[src/rtl/alu_sequencer_if.sv]
// alu_sequencer_if: request/result channel of the ALU sequencer.
//   Request : op_valid/op_ready handshake carrying opcode, operand1,
//             operand2 and status_in (carry-in for ADD).
//   Result  : res_valid/res_ready handshake carrying result, result_hi
//             and status_out {E,N,Z,C,V}; busy reports a non-idle sequencer.
//   master  : issue/write-back side.  slave : the sequencer.
interface alu_sequencer_if #(parameter int WIDTH = 8);
  logic             op_valid;
  logic             op_ready;
  logic [2:0]       opcode;
  logic [WIDTH-1:0] operand1;
  logic [WIDTH-1:0] operand2;
  logic             status_in;
  logic             res_valid;
  logic             res_ready;
  logic [WIDTH-1:0] result;
  logic [WIDTH-1:0] result_hi;
  logic [4:0]       status_out;
  logic             busy;

  modport master (
    output op_valid, opcode, operand1, operand2, status_in, res_ready,
    input  op_ready, res_valid, result, result_hi, status_out, busy
  );

  modport slave (
    input  op_valid, opcode, operand1, operand2, status_in, res_ready,
    output op_ready, res_valid, result, result_hi, status_out, busy
  );
endinterface

[src/rtl/alu_sequencer.sv]
// alu_sequencer: multi-cycle ALU operation sequencer.
//   ADD/SUB/SHL/SHR and error cases finish one edge after accept;
//   MUL (shift-add) and DIV (restoring) iterate one bit per cycle.
//   The result is held in DONE until res_ready is seen.
// Ports:
//   clk    : rising-edge clock
//   rst_n  : asynchronous active-low reset (aborts any operation)
//   bus    : alu_sequencer_if.slave (request and result channels, busy)
// Optional build macro ALU_MUL_EARLY_EXIT_EN: MUL leaves EXEC once the
//   remaining multiplier bits are all zero; operand2==0 finishes in one edge.
module alu_sequencer #(
  parameter int WIDTH = 8
) (
  input  logic           clk,
  input  logic           rst_n,
  alu_sequencer_if.slave bus
);

  localparam int SW = $clog2(WIDTH);

  typedef enum logic [1:0] {S_IDLE, S_EXEC, S_DONE} state_e;

  typedef enum logic [2:0] {
    OP_ADD  = 3'b000,
    OP_SUB  = 3'b001,
    OP_SHL  = 3'b010,
    OP_SHR  = 3'b011,
    OP_MUL  = 3'b100,
    OP_DIV  = 3'b101,
    OP_ILL6 = 3'b110,
    OP_ILL7 = 3'b111
  } op_e;

  state_e state, state_nx;

  // Iterative datapath
  logic                 is_mul;
  logic [SW-1:0]        count;
  logic [2*WIDTH-1:0]   acc;      // running product
  logic [2*WIDTH-1:0]   mcand;    // multiplicand, shifted left each step
  logic [WIDTH-1:0]     mplier;   // unconsumed multiplier bits
  logic [WIDTH-1:0]     rem;
  logic [WIDTH-1:0]     quo;      // holds dividend bits, fills with quotient
  logic [WIDTH-1:0]     dvsr;

  // Held result
  logic [WIDTH-1:0]     res_q;
  logic [WIDTH-1:0]     hi_q;
  logic [4:0]           st_q;

  // Single-cycle decode of the incoming request
  logic [WIDTH-1:0]     a, b;
  logic [SW-1:0]        amt;
  logic [WIDTH:0]       sum, diff, shl, shr;
  logic [WIDTH-1:0]     sc_res, sc_hi;
  logic                 sc_c, sc_v, sc_e, go_exec;

  always_comb begin
    a       = bus.operand1;
    b       = bus.operand2;
    amt     = b[SW-1:0];
    sum     = {1'b0, a} + {1'b0, b} + (WIDTH+1)'(bus.status_in);
    diff    = {1'b0, a} - {1'b0, b};
    shl     = {1'b0, a} << amt;
    shr     = {a, 1'b0} >> amt;
    sc_res  = '0;
    sc_hi   = '0;
    sc_c    = 1'b0;
    sc_v    = 1'b0;
    sc_e    = 1'b0;
    go_exec = 1'b0;
    case (op_e'(bus.opcode))
      OP_ADD: begin
        sc_res = sum[WIDTH-1:0];
        sc_c   = sum[WIDTH];
        sc_v   = (a[WIDTH-1] == b[WIDTH-1]) && (sum[WIDTH-1] != a[WIDTH-1]);
      end
      OP_SUB: begin
        sc_res = diff[WIDTH-1:0];
        sc_c   = diff[WIDTH];
        sc_v   = (a[WIDTH-1] != b[WIDTH-1]) && (diff[WIDTH-1] != a[WIDTH-1]);
      end
      // One extra bit on the far side catches the last bit shifted out;
      // it stays 0 for a zero shift amount.
      OP_SHL: begin
        sc_res = shl[WIDTH-1:0];
        sc_c   = shl[WIDTH];
      end
      OP_SHR: begin
        sc_res = shr[WIDTH:1];
        sc_c   = shr[0];
      end
      OP_MUL: begin
`ifdef ALU_MUL_EARLY_EXIT_EN
        go_exec = (b != '0);
`else
        go_exec = 1'b1;
`endif
      end
      OP_DIV: begin
        if (b == '0) begin
          sc_res = '1;
          sc_hi  = a;
          sc_e   = 1'b1;
        end else begin
          go_exec = 1'b1;
        end
      end
      default: sc_e = 1'b1;
    endcase
  end

  // One multiply / divide iteration
  logic [2*WIDTH-1:0] acc_nx;
  logic [WIDTH:0]     div_sh;
  logic [WIDTH-1:0]   div_diff, rem_nx, quo_nx;
  logic               div_ge, last, fin;

  always_comb begin
    acc_nx   = acc + (mplier[0] ? mcand : '0);
    div_sh   = {rem, quo[WIDTH-1]};
    div_ge   = (div_sh >= {1'b0, dvsr});
    // rem < dvsr, so a successful trial difference always fits WIDTH bits
    div_diff = div_sh[WIDTH-1:0] - dvsr;
    rem_nx   = div_ge ? div_diff : div_sh[WIDTH-1:0];
    quo_nx   = {quo[WIDTH-2:0], div_ge};
    last     = (count == SW'(WIDTH-1));
`ifdef ALU_MUL_EARLY_EXIT_EN
    fin      = is_mul ? (last || (mplier[WIDTH-1:1] == '0)) : last;
`else
    fin      = last;
`endif
  end

  // State register
  always_ff @(posedge clk or negedge rst_n) begin
    if (!rst_n) state <= S_IDLE;
    else        state <= state_nx;
  end

  // Next-state logic
  always_comb begin
    state_nx = state;
    case (state)
      S_IDLE: if (bus.op_valid) state_nx = go_exec ? S_EXEC : S_DONE;
      S_EXEC: if (fin)          state_nx = S_DONE;
      S_DONE: if (bus.res_ready) state_nx = S_IDLE;
      default:                  state_nx = S_IDLE;
    endcase
  end

  // Datapath and result registers
  always_ff @(posedge clk or negedge rst_n) begin
    if (!rst_n) begin
      is_mul <= 1'b0;
      count  <= '0;
      acc    <= '0;
      mcand  <= '0;
      mplier <= '0;
      rem    <= '0;
      quo    <= '0;
      dvsr   <= '0;
      res_q  <= '0;
      hi_q   <= '0;
      st_q   <= '0;
    end else begin
      case (state)
        S_IDLE: begin
          if (bus.op_valid) begin
            is_mul <= (op_e'(bus.opcode) == OP_MUL);
            count  <= '0;
            acc    <= '0;
            mcand  <= (2*WIDTH)'(a);
            mplier <= b;
            rem    <= '0;
            quo    <= a;
            dvsr   <= b;
            if (!go_exec) begin
              res_q <= sc_res;
              hi_q  <= sc_hi;
              st_q  <= {sc_e, sc_res[WIDTH-1], (sc_res == '0), sc_c, sc_v};
            end
          end
        end
        S_EXEC: begin
          count <= count + SW'(1);
          if (is_mul) begin
            acc    <= acc_nx;
            mcand  <= mcand << 1;
            mplier <= mplier >> 1;
            if (fin) begin
              res_q <= acc_nx[WIDTH-1:0];
              hi_q  <= acc_nx[2*WIDTH-1:WIDTH];
              st_q  <= {1'b0, acc_nx[WIDTH-1], (acc_nx == '0),
                        (acc_nx[2*WIDTH-1:WIDTH] != '0), 1'b0};
            end
          end else begin
            rem <= rem_nx;
            quo <= quo_nx;
            if (fin) begin
              res_q <= quo_nx;
              hi_q  <= rem_nx;
              st_q  <= {1'b0, quo_nx[WIDTH-1], (quo_nx == '0), 2'b00};
            end
          end
        end
        default: ;
      endcase
    end
  end

  assign bus.op_ready   = (state == S_IDLE);
  assign bus.res_valid  = (state == S_DONE);
  assign bus.busy       = (state != S_IDLE);
  assign bus.result     = res_q;
  assign bus.result_hi  = hi_q;
  assign bus.status_out = st_q;

endmodule
[src/flat_wrapper.sv]
// flat-port wrapper written by rule: the top's interface ports become plain ports
module alu_sequencer_flat 
#(
  parameter int WIDTH = 8
)
  (clk, rst_n, bus_op_valid, bus_opcode, bus_operand1, bus_operand2, bus_status_in, bus_res_ready, bus_op_ready, bus_res_valid, bus_result, bus_result_hi, bus_status_out, bus_busy);
  alu_sequencer_if #(.WIDTH(WIDTH)) bus_i ();
  input  logic clk;
  input  logic rst_n;
  input wire logic [$bits(bus_i.op_valid)-1:0] bus_op_valid;
  input wire logic [$bits(bus_i.opcode)-1:0] bus_opcode;
  input wire logic [$bits(bus_i.operand1)-1:0] bus_operand1;
  input wire logic [$bits(bus_i.operand2)-1:0] bus_operand2;
  input wire logic [$bits(bus_i.status_in)-1:0] bus_status_in;
  input wire logic [$bits(bus_i.res_ready)-1:0] bus_res_ready;
  output wire logic [$bits(bus_i.op_ready)-1:0] bus_op_ready;
  output wire logic [$bits(bus_i.res_valid)-1:0] bus_res_valid;
  output wire logic [$bits(bus_i.result)-1:0] bus_result;
  output wire logic [$bits(bus_i.result_hi)-1:0] bus_result_hi;
  output wire logic [$bits(bus_i.status_out)-1:0] bus_status_out;
  output wire logic [$bits(bus_i.busy)-1:0] bus_busy;
  assign bus_i.op_valid = bus_op_valid;
  assign bus_i.opcode = bus_opcode;
  assign bus_i.operand1 = bus_operand1;
  assign bus_i.operand2 = bus_operand2;
  assign bus_i.status_in = bus_status_in;
  assign bus_i.res_ready = bus_res_ready;
  assign bus_op_ready = bus_i.op_ready;
  assign bus_res_valid = bus_i.res_valid;
  assign bus_result = bus_i.result;
  assign bus_result_hi = bus_i.result_hi;
  assign bus_status_out = bus_i.status_out;
  assign bus_busy = bus_i.busy;
  alu_sequencer #(.WIDTH(WIDTH)) u_core (.clk(clk), .rst_n(rst_n), .bus(bus_i));
endmodule
[config.mk]
export PLATFORM = sky130hd
export DESIGN_NAME = alu_sequencer_flat
export DESIGN_NICKNAME = d
export VERILOG_FILES = /design/src/rtl/alu_sequencer_if.sv /design/src/rtl/alu_sequencer.sv /design/src/flat_wrapper.sv
export SDC_FILE = /design/constraint.sdc
export NUM_CORES = 1
export LEC_CHECK = 0
export CORE_MARGIN = 3
export CORE_UTILIZATION = 50
export CTS_CLUSTER_DIAMETER = 200
export DETAILED_ROUTE_END_ITERATION = 7
export PLACE_DENSITY_LB_ADDON = 0.05
export SYNTH_ARGS = -nofsm -noshare
export SYNTH_HDL_FRONTEND = slang
export SYNTH_SLANG_ARGS = --single-unit
export TNS_END_PERCENT = 50
[constraint.sdc]
create_clock -name clk -period 6.3 [get_ports clk]
set_input_delay 0.63 -clock clk [delete_from_list [all_inputs] [get_ports clk]]
set_output_delay 0.63 -clock clk [all_outputs]
set_load 0.005 [all_outputs]
# [After elaboration in Yosys (flattened, before gate mapping)]
# Cells that the tools add are included.
[word_totals] reg_bits=91 input_bits=24 wordCells=109
[classes] n_addsub=6 n_lt_le_gt_ge=1 eq_ne=18 shift=2 mux=52 n_reduce_logical=18
[ops] cell="$mux 8" count=20
[ops] cell="$mux 16" count=5
[ops] cell="$pmux 8 s2" count=5
[ops] cell="$pmux 16 s2" count=2
[ops] cell="$pmux 8 s5" count=1
[ops] cell="$mux 5" count=5
[ops] cell="$logic_not 8->1" count=3
[ops] cell="$add 16x16->16" count=1
[ops] cell="$logic_not 16->1" count=1
[ops] cell="$pmux 5 s2" count=1
[ops] cell="$add 8x8->9" count=1
[ops] cell="$add 9x1->9" count=1
[ops] cell="$eq 3x3->1 const B" count=3
[ops] cell="$ge 9x8->1" count=1
[ops] cell="$reduce_and 3->1" count=3
[ops] cell="$shl 8x3->9" count=1
[ops] cell="$shr 9x3->9" count=1
[ops] cell="$sub 8x8->9" count=1
[ops] cell="$mux 2" count=4
[ops] cell="$ne 2x2->1 const B" count=4
[ops] cell="$reduce_bool 8->1" count=1
[ops] cell="$sub 8x8->8" count=1
[ops] cell="$eq 3x2->1 const B" count=2
[ops] cell="$pmux 1 s2" count=3
[ops] cell="19 further kinds" count=26

# [Logic depth before layout (Yosys ltp)]
[logic_depth] ltp_word=8 ltp_mapped=13 ltp_nobuf=12

# [Least setup slack after synthesis]
# No wires, ideal clock.
[synth_path] path_kind="input to register" from="input port bus_operand2[1]" to="register u_core.st_q[3] (netlist: u_core.bus.status_out[3])" setup_time_ns=0.126 arrival_time_ns=2.972 path_slack_ns=3.202 path_stages=10 n_path_buf=1 cell_sequence="buf_2 > clkinv_1 > ha_1 > nand3b_1 > a21oi_1 > o41ai_1 > nor3_1 > a2111oi_0 > a21oi_1 > o32a_1"
[synth_via] elab_chain_cells=6 word_cells_on_any_way=15 classes_between="add/sub: 3; eq/ne: 1; shift: 2; mux: 7; reduce/logical: 2"
[synth_lines] item="from (decl)" line_no="flat_wrapper.sv:13" rtl="input wire logic [$bits(bus_i.operand2)-1:0] bus_operand2;"
[synth_lines] item="$add 8x8->9 / $logic_not 8->1 (equally long branches)" line_no="alu_sequencer.sv:62, alu_sequencer.sv:101"
[synth_lines] item="$add 9x1->9 / $mux 8 (equally long branches)" line_no="alu_sequencer.sv:62, alu_sequencer.sv:101"
[synth_lines] item="$pmux 8 s5" line_no="alu_sequencer.sv:72" rtl="case (op_e'(bus.opcode))"
[synth_lines] item="$mux 5" line_no="alu_sequencer.sv:178" rtl="if (!go_exec) begin"
[synth_lines] item="$mux 5" line_no="alu_sequencer.sv:169" rtl="if (bus.op_valid) begin"
[synth_lines] item="$pmux 5 s2" line_no="alu_sequencer.sv:167" rtl="case (state)"
[synth_lines] item="to (signal assigned)" line_no="alu_sequencer.sv:181" rtl="st_q <= {sc_e, sc_res[WIDTH-1], (sc_res == '0), sc_c, sc_v};"
[synth_lines] item="to (signal assigned)" line_no="alu_sequencer.sv:194" rtl="st_q <= {1'b0, acc_nx[WIDTH-1], (acc_nx == '0),"
[synth_lines] item="to (signal assigned)" line_no="alu_sequencer.sv:203" rtl="st_q <= {1'b0, quo_nx[WIDTH-1], (quo_nx == '0), 2'b00};"
[synth_lines] item="to (decl)" line_no="alu_sequencer.sv:49" rtl="logic [4:0] st_q;"
# Parallel ways exist; a longest one is shown, timed or not. The select of a mux whose other input is x is not followed.
# A chain may end at the register's enable or synchronous reset.

# [Worst setup path in the final report]
[layout_path] from="input port bus_operand2[0]" to="register u_core.st_q[2] (netlist: u_core.bus.status_out[2])"
[layout_via] elab_chain_cells=7 word_cells_on_any_way=16 classes_between="add/sub: 3; eq/ne: 1; shift: 2; mux: 7; reduce/logical: 3"
[layout_lines] item="$add 8x8->9 / $logic_not 8->1 (equally long branches)" line_no="alu_sequencer.sv:62, alu_sequencer.sv:101"
[layout_lines] item="$add 9x1->9 / $mux 8 (equally long branches)" line_no="alu_sequencer.sv:62, alu_sequencer.sv:101"
[layout_lines] item="$pmux 8 s5" line_no="alu_sequencer.sv:72"
[layout_lines] item="$logic_not 8->1" line_no="alu_sequencer.sv:181"
[layout_lines] item="$mux 5" line_no="alu_sequencer.sv:178"
[layout_lines] item="$mux 5" line_no="alu_sequencer.sv:169"
[layout_lines] item="$pmux 5 s2" line_no="alu_sequencer.sv:167"
# Parallel ways exist; a longest one is shown, timed or not. The select of a mux whose other input is x is not followed.

==> summary.txt <==
Cell Rows: 41
HP Class: primary input to async pin
Number of instances in the synthesized netlist: 756
# placed instances: 936
Sw Pwr: 1.17 mW
Final hold violation count: 0
Setup Buffers After CTS: 0
Routability cong.: 0.952
Result of the run: finished, final reports clean
Count of unresolved DRC violations after routing: 0
H-tree Lvls: 3
Final worst path period share: 64.8%
Transition time of the tightest slew-check pin: 1.19 ns
Max-cap violations: 0
Setup-failing EPs final: 0
DR vias: 6005
Detailed-routing iteration count for the pre-antenna-repair pass: 6
Yosys warnings: 0
Proportion of layout cells with a drive suffix above 1: 5.51%
CP max FO: 26
Net count after synthesis: 828
Via count of the first global-routing pass: 5859
Seq cells post-synth: 90
Post-synth top cells: nand2_1 (93), dfrtp_1 (90), nor2_1 (57), o21ai_0 (46), ha_1 (43)
Cells taking the most area after synthesis: dfrtp_1 (34%), ha_1 (8.2%), nand2_1 (5.3%)
First-pass GRT wire length: 31800 microns
Grt ovf: 0
Leakage Power: 3.56 nW
Critical path endpoint category: flop
Initial DRC Count: 575
Antenna fix cells: 0
Chip Height: 121 microns
Final standard cell count with taps included and fillers excluded: 952
Final-layout setup total negative slack: 0 ns
Type of origin of the critical path: primary input
Int Pwr: 1.66 mW
Proportion of synthesized flip-flops having asynchronous set or reset: 100%
Reg-to-reg endpoint: u_core.bus.status_out[2]
FMAX: 245 MHz
Worst-skew pair later-pin latency: 0.36 ns
Number of enable flip-flop cells after synthesis: 0
Maximum vdd ir drop: 392 uV
Number of buffer cells added on primary ports: 47
Post-cts sizing count: 0
Total area of sequential cells: 0.00225 sq mm
Setup slack, reg-to-reg: 2.79 ns
Number of antenna violations at the first check in global routing: 0
DIE AREA: 0.0146 sq mm
Part of the total power dissipated in the clock network: 20.1%
Critical Path AT: 4.35 ns
Worst clock skew: 0.0167 ns
Number of hold-repair buffers added at the cts stage: 0
Critical Path Slowest Stage Cell: clkdlybuf4s50_1
Dominant cell type by area after synthesis: dfrtp_1
Total detailed-routing wirelength: 19800 microns
Final core utilization: 58.5%
Synth Cell Area: 0.00660 sq mm
Sequential fraction of design power: 33.6%
Sequential-to-total area share from yosys stat: 34.1%
Flip-flop cell with the highest count after synthesis: dfrtp_1
Register clock-pin slew on the reported worst setup and hold paths: 0.07 ns
Pwr Density: 379 mW/mm^2
Mean post-synth cell area: 8.73 sq um
Required time of the critical path: 6.57 ns
Slew margin rel.: 20.4%
Area growth, synth to finish: 13.2%
Depth of the most critical reg-to-reg path: 10
Placed standard-cell area: 0.00716 sq mm
Fraction of synthesized cell area taken by the top area cell type: 34.1%
Number of nets with antenna violations after routing: 0
DIE WIDTH: 121 microns
Total half-perimeter wirelength after legalization and detailed placement: 14800 microns
Total clock buffers created by CTS: 9
Initial Utilization: 51.7%
Worst stage delay on the critical path: 1.21 ns
Source of the worst register-to-register timing path: u_core.mplier[0]
Clock tree from TritonCTS: yes
Cell with the most instances after synthesis: nand2_1
Share of total power consumed by net switching: 41.2%
Number of top-level design ports: 48
Critical path, cell by cell: clkdlybuf4s50_1, ha_1, nand3b_1, a21oi_1, o41ai_1, nor3_1, a2111oi_0, nand2_1, o31a_1, o21ai_1
Unrepaired setup endpoints after global routing: false
Global router's overall resource usage: 27.8%
Post-detailed-route via-to-cell ratio: 6.31
Clock root buffer master: clkbuf_16
DR WL/cell: 20.8 microns
Final critical path time including I/O delays and setup: 4.08 ns
Final count of pins violating max slew: 0
Design Area, Final: 0.00747 sq mm
Fillcell total: 1154
Area of the placeable core: 0.0128 sq mm
Largest net degree at the start of global routing: 65
Logic gate share of total power: 46.3%
Number of distinct library cells after synthesis: 73
Maximum count of clock buffers along a single path: 2
Area occupied by multi-input gates: 0.00404 sq mm
Layout net count: 847
Critical path class: primary input to flop
CTS Sinks: 90
## per-layer routing
layer	wire length, microns	vias to the layer above	global-route usage [%]
li1	-	2794	-
met1	9020	2950	39.4
met2	9110	220	43.7
met3	1150	41	4.10
met4	509	0	9.42
met5	0	-	0
## placed cells by master (no fill, tap or decap), types with 8 or more instances in the layout
| master | instances |
|---|---|
| clkdlybuf4s50_1 | 46 |
| clkbuf_16 | 9 |
| dfrtp_1 | 90 |
| buf_4 | 8 |
| a22oi_1 | 11 |
| xnor2_1 | 13 |
| nand2b_1 | 11 |
| a22o_1 | 20 |
| nand3_1 | 17 |
| o21a_1 | 9 |
| a31oi_1 | 16 |
| nor2b_1 | 9 |
| ha_1 | 43 |
| a21oi_1 | 41 |
| xor2_1 | 8 |
| a21o_1 | 22 |
| inv_1 | 33 |
| nor2_1 | 55 |
| o21ai_0 | 46 |
| mux2i_1 | 20 |
| and2_1 | 22 |
| nand2_1 | 93 |
## power by group through the flow
stage / sequential (mW) / clock, mW / combinational, mW
floorplan: 0.883 / 0 / 0.896
global placement: 0.949 / 0 / 1.27
detailed placement: 0.954 / 0 / 1.30
CTS: 0.944 / 0.577 / 1.31
global route: 0.970 / 0.597 / 1.46
finish: 0.949 / 0.568 / 1.31
## state kept, by name, indices dropped and copies added, names as in the netlist
signal and count:
u_core.acc 16, u_core.mplier 8, u_core.is_mul 1, u_core.quo 8, u_core.state 2, u_core.dvsr 8, u_core.mcand 16, u_core.bus.result_hi 8
u_core.bus.status_out 5, u_core.count 3, u_core.rem 8, u_core.bus.result 7
## area by class of cell
class	instances	area share, %
timing repair buffer	54	6.97
clock buffer	9	3.02
tap	172	2.88
inverter	35	1.76
clock inverter	7	1.17
multi-input combinational	585	54.0
sequential	90	30.2
## stage by stage
stage               total power, mW  hold WS (ns)  worst slack (ns)
finish                         2.83         0.194              2.22
global route                   3.02         0.216              1.94
CTS                            2.83         0.198              2.28
detailed placement             2.25         0.464              1.91
global placement               2.22         0.457              2.10
floorplan                      1.78         0.334              3.20
## critical path, delay by kind of cell
kind | cells | cell delay, ns
adder cells (fa/ha/maj) | 1 | 0.29
buffers and inverters | 1 | 1.21
AO/OA/AOI/OAI | 5 | 1.80
AND/OR/NAND/NOR | 3 | 0.40
## worst max-delay path by stage
stage	from	end	slack [ns]	depth (start not counted)
after CTS	bus_operand2[0]	u_core.bus.status_out[2]	2.28	10
after detailed placement	bus_operand2[0]	u_core.bus.status_out[3]	1.91	9
after global routing	bus_operand2[0]	u_core.bus.status_out[2]	1.94	10
after floorplan	bus_operand2[1]	u_core.bus.status_out[3]	3.20	10
final	bus_operand2[0]	u_core.bus.status_out[2]	2.22	10
after global placement	bus_operand2[0]	u_core.bus.status_out[3]	2.10	9
## cells by family after synthesis
family,Yosys count,synth area share (%)
compound gates,231,24.1
mux,28,5.59
buf+inv,81,4.76
simple gates,257,18.9
flops,90,34.1
xor+xnor,21,2.79
fa+ha+maj,48,9.67
Power figures use the tool's default switching activity.
==> RTL change, RTL diff (config.mk and constraints unchanged) <==
Add a define of `ALU_MUL_EARLY_EXIT_EN`.
--- a/src/rtl/alu_sequencer.sv
+++ b/src/rtl/alu_sequencer.sv
@@ -8,6 +8,8 @@
 //   bus    : alu_sequencer_if.slave (request and result channels, busy)
 // Optional build macro ALU_MUL_EARLY_EXIT_EN: MUL leaves EXEC once the
 //   remaining multiplier bits are all zero; operand2==0 finishes in one edge.
+`define ALU_MUL_EARLY_EXIT_EN
+
 module alu_sequencer #(
   parameter int WIDTH = 8
 ) (
Formal check against the unedited RTL: not equivalent (a bounded check fails within 4 cycles, from zero or initial values and one cycle with rst_n low).
==> RTL change against the unedited design <==
Wire length shrank 2.3%. Final cell count increased by 2.7%. Maximum frequency up 6.4%. Sequential cell count stayed put. Count of clock-buffer cells in the layout stayed put. Power rose by 2.3%. Synthesized area rose by 1.3%. Setup slack improved by 0.25 ns. Design area rose by 1.5%. Critical path type unchanged.
==> RTL change: results <==
INSERT INTO impl_metrics (metric_group, metric, value, unit) VALUES
('logic_synthesis', 'synth.area.top_cells', 'dfrtp_1 34%, ha_1 8.1%, nand2_1 6.7%, o21ai_0 4.2%, nor2_1 3.3%', ''),
('grt', 'global_route_met1_usage', '39.1', '%'),
('route', 'met2WireLength', '9.06', 'mm'),
('place', 'gpl.final_weighted_congestion', '0.917', ''),
('logic_synthesis', 'seq_area_frac_synth', '33.7', '%'),
('sta', 'worst_clock_skew', '0.00964', 'ns'),
('finish', 'fin_nets', '873', ''),
('route', 'vias_per_cell', '6.12', ''),
('route', 'avgRoutedWirePerCell', '19.8', 'um'),
('place', 'place_hpwl', '14.6', 'mm'),
('logic_synthesis', 'post_synth_mux_area_share', '6.39', '%'),
('power', 'power.static_leakage', '3.57', 'nW'),
('route', 'drt_pre_antenna_iters', '5', ''),
('finish', 'share_of_layout_cells_above_drive_strength_1', '5.96', '%'),
('logic_synthesis', 'post_synth_fa_ha_maj_area_fraction', '9.55', '%'),
('logic_synthesis', 'yosys.cell_types.count', '67', ''),
('run_status', 'run_status', 'finished clean', ''),
('grt', 'use_met3', '4.18', '%'),
('critical_path', 'critical_path.reg2reg.endpoint', 'u_core.bus.status_out[1]', ''),
('grt', 'grt_pass1_vias', '5767', '');
RTL change: power groups by stage:
stage | clock network, mW | registers [mW] | logic (mW)
CTS | 0.644 | 0.943 | 1.32
global route | 0.671 | 0.974 | 1.47
detailed placement | 0 | 0.949 | 1.32
floorplan | 0 | 0.886 | 0.917
global placement | 0 | 0.947 | 1.29
finish | 0.631 | 0.946 | 1.32
RTL change: worst max-delay path: stages:
cell	delay, ns
clkdlybuf4s50_1	1.13
ha_1	0.30
fa_1	0.19
and3b_1	0.20
o211a_1	0.23
a2111oi_0	0.65
nor4_1	0.10
nand3b_1	0.23
a211oi_1	0.20
a31oi_1	0.11
o21ai_1	0.11
RTL change: final cells by class:
type	instances	area (um2)
Clock buffer	9	225
Clock inverter	7	124
Fill cell	1176	5240
Inverter	35	131
Multi-Input combinational cell	611	4110
Sequential cell	90	2250
Tap cell	172	215
Timing Repair Buffer	54	520
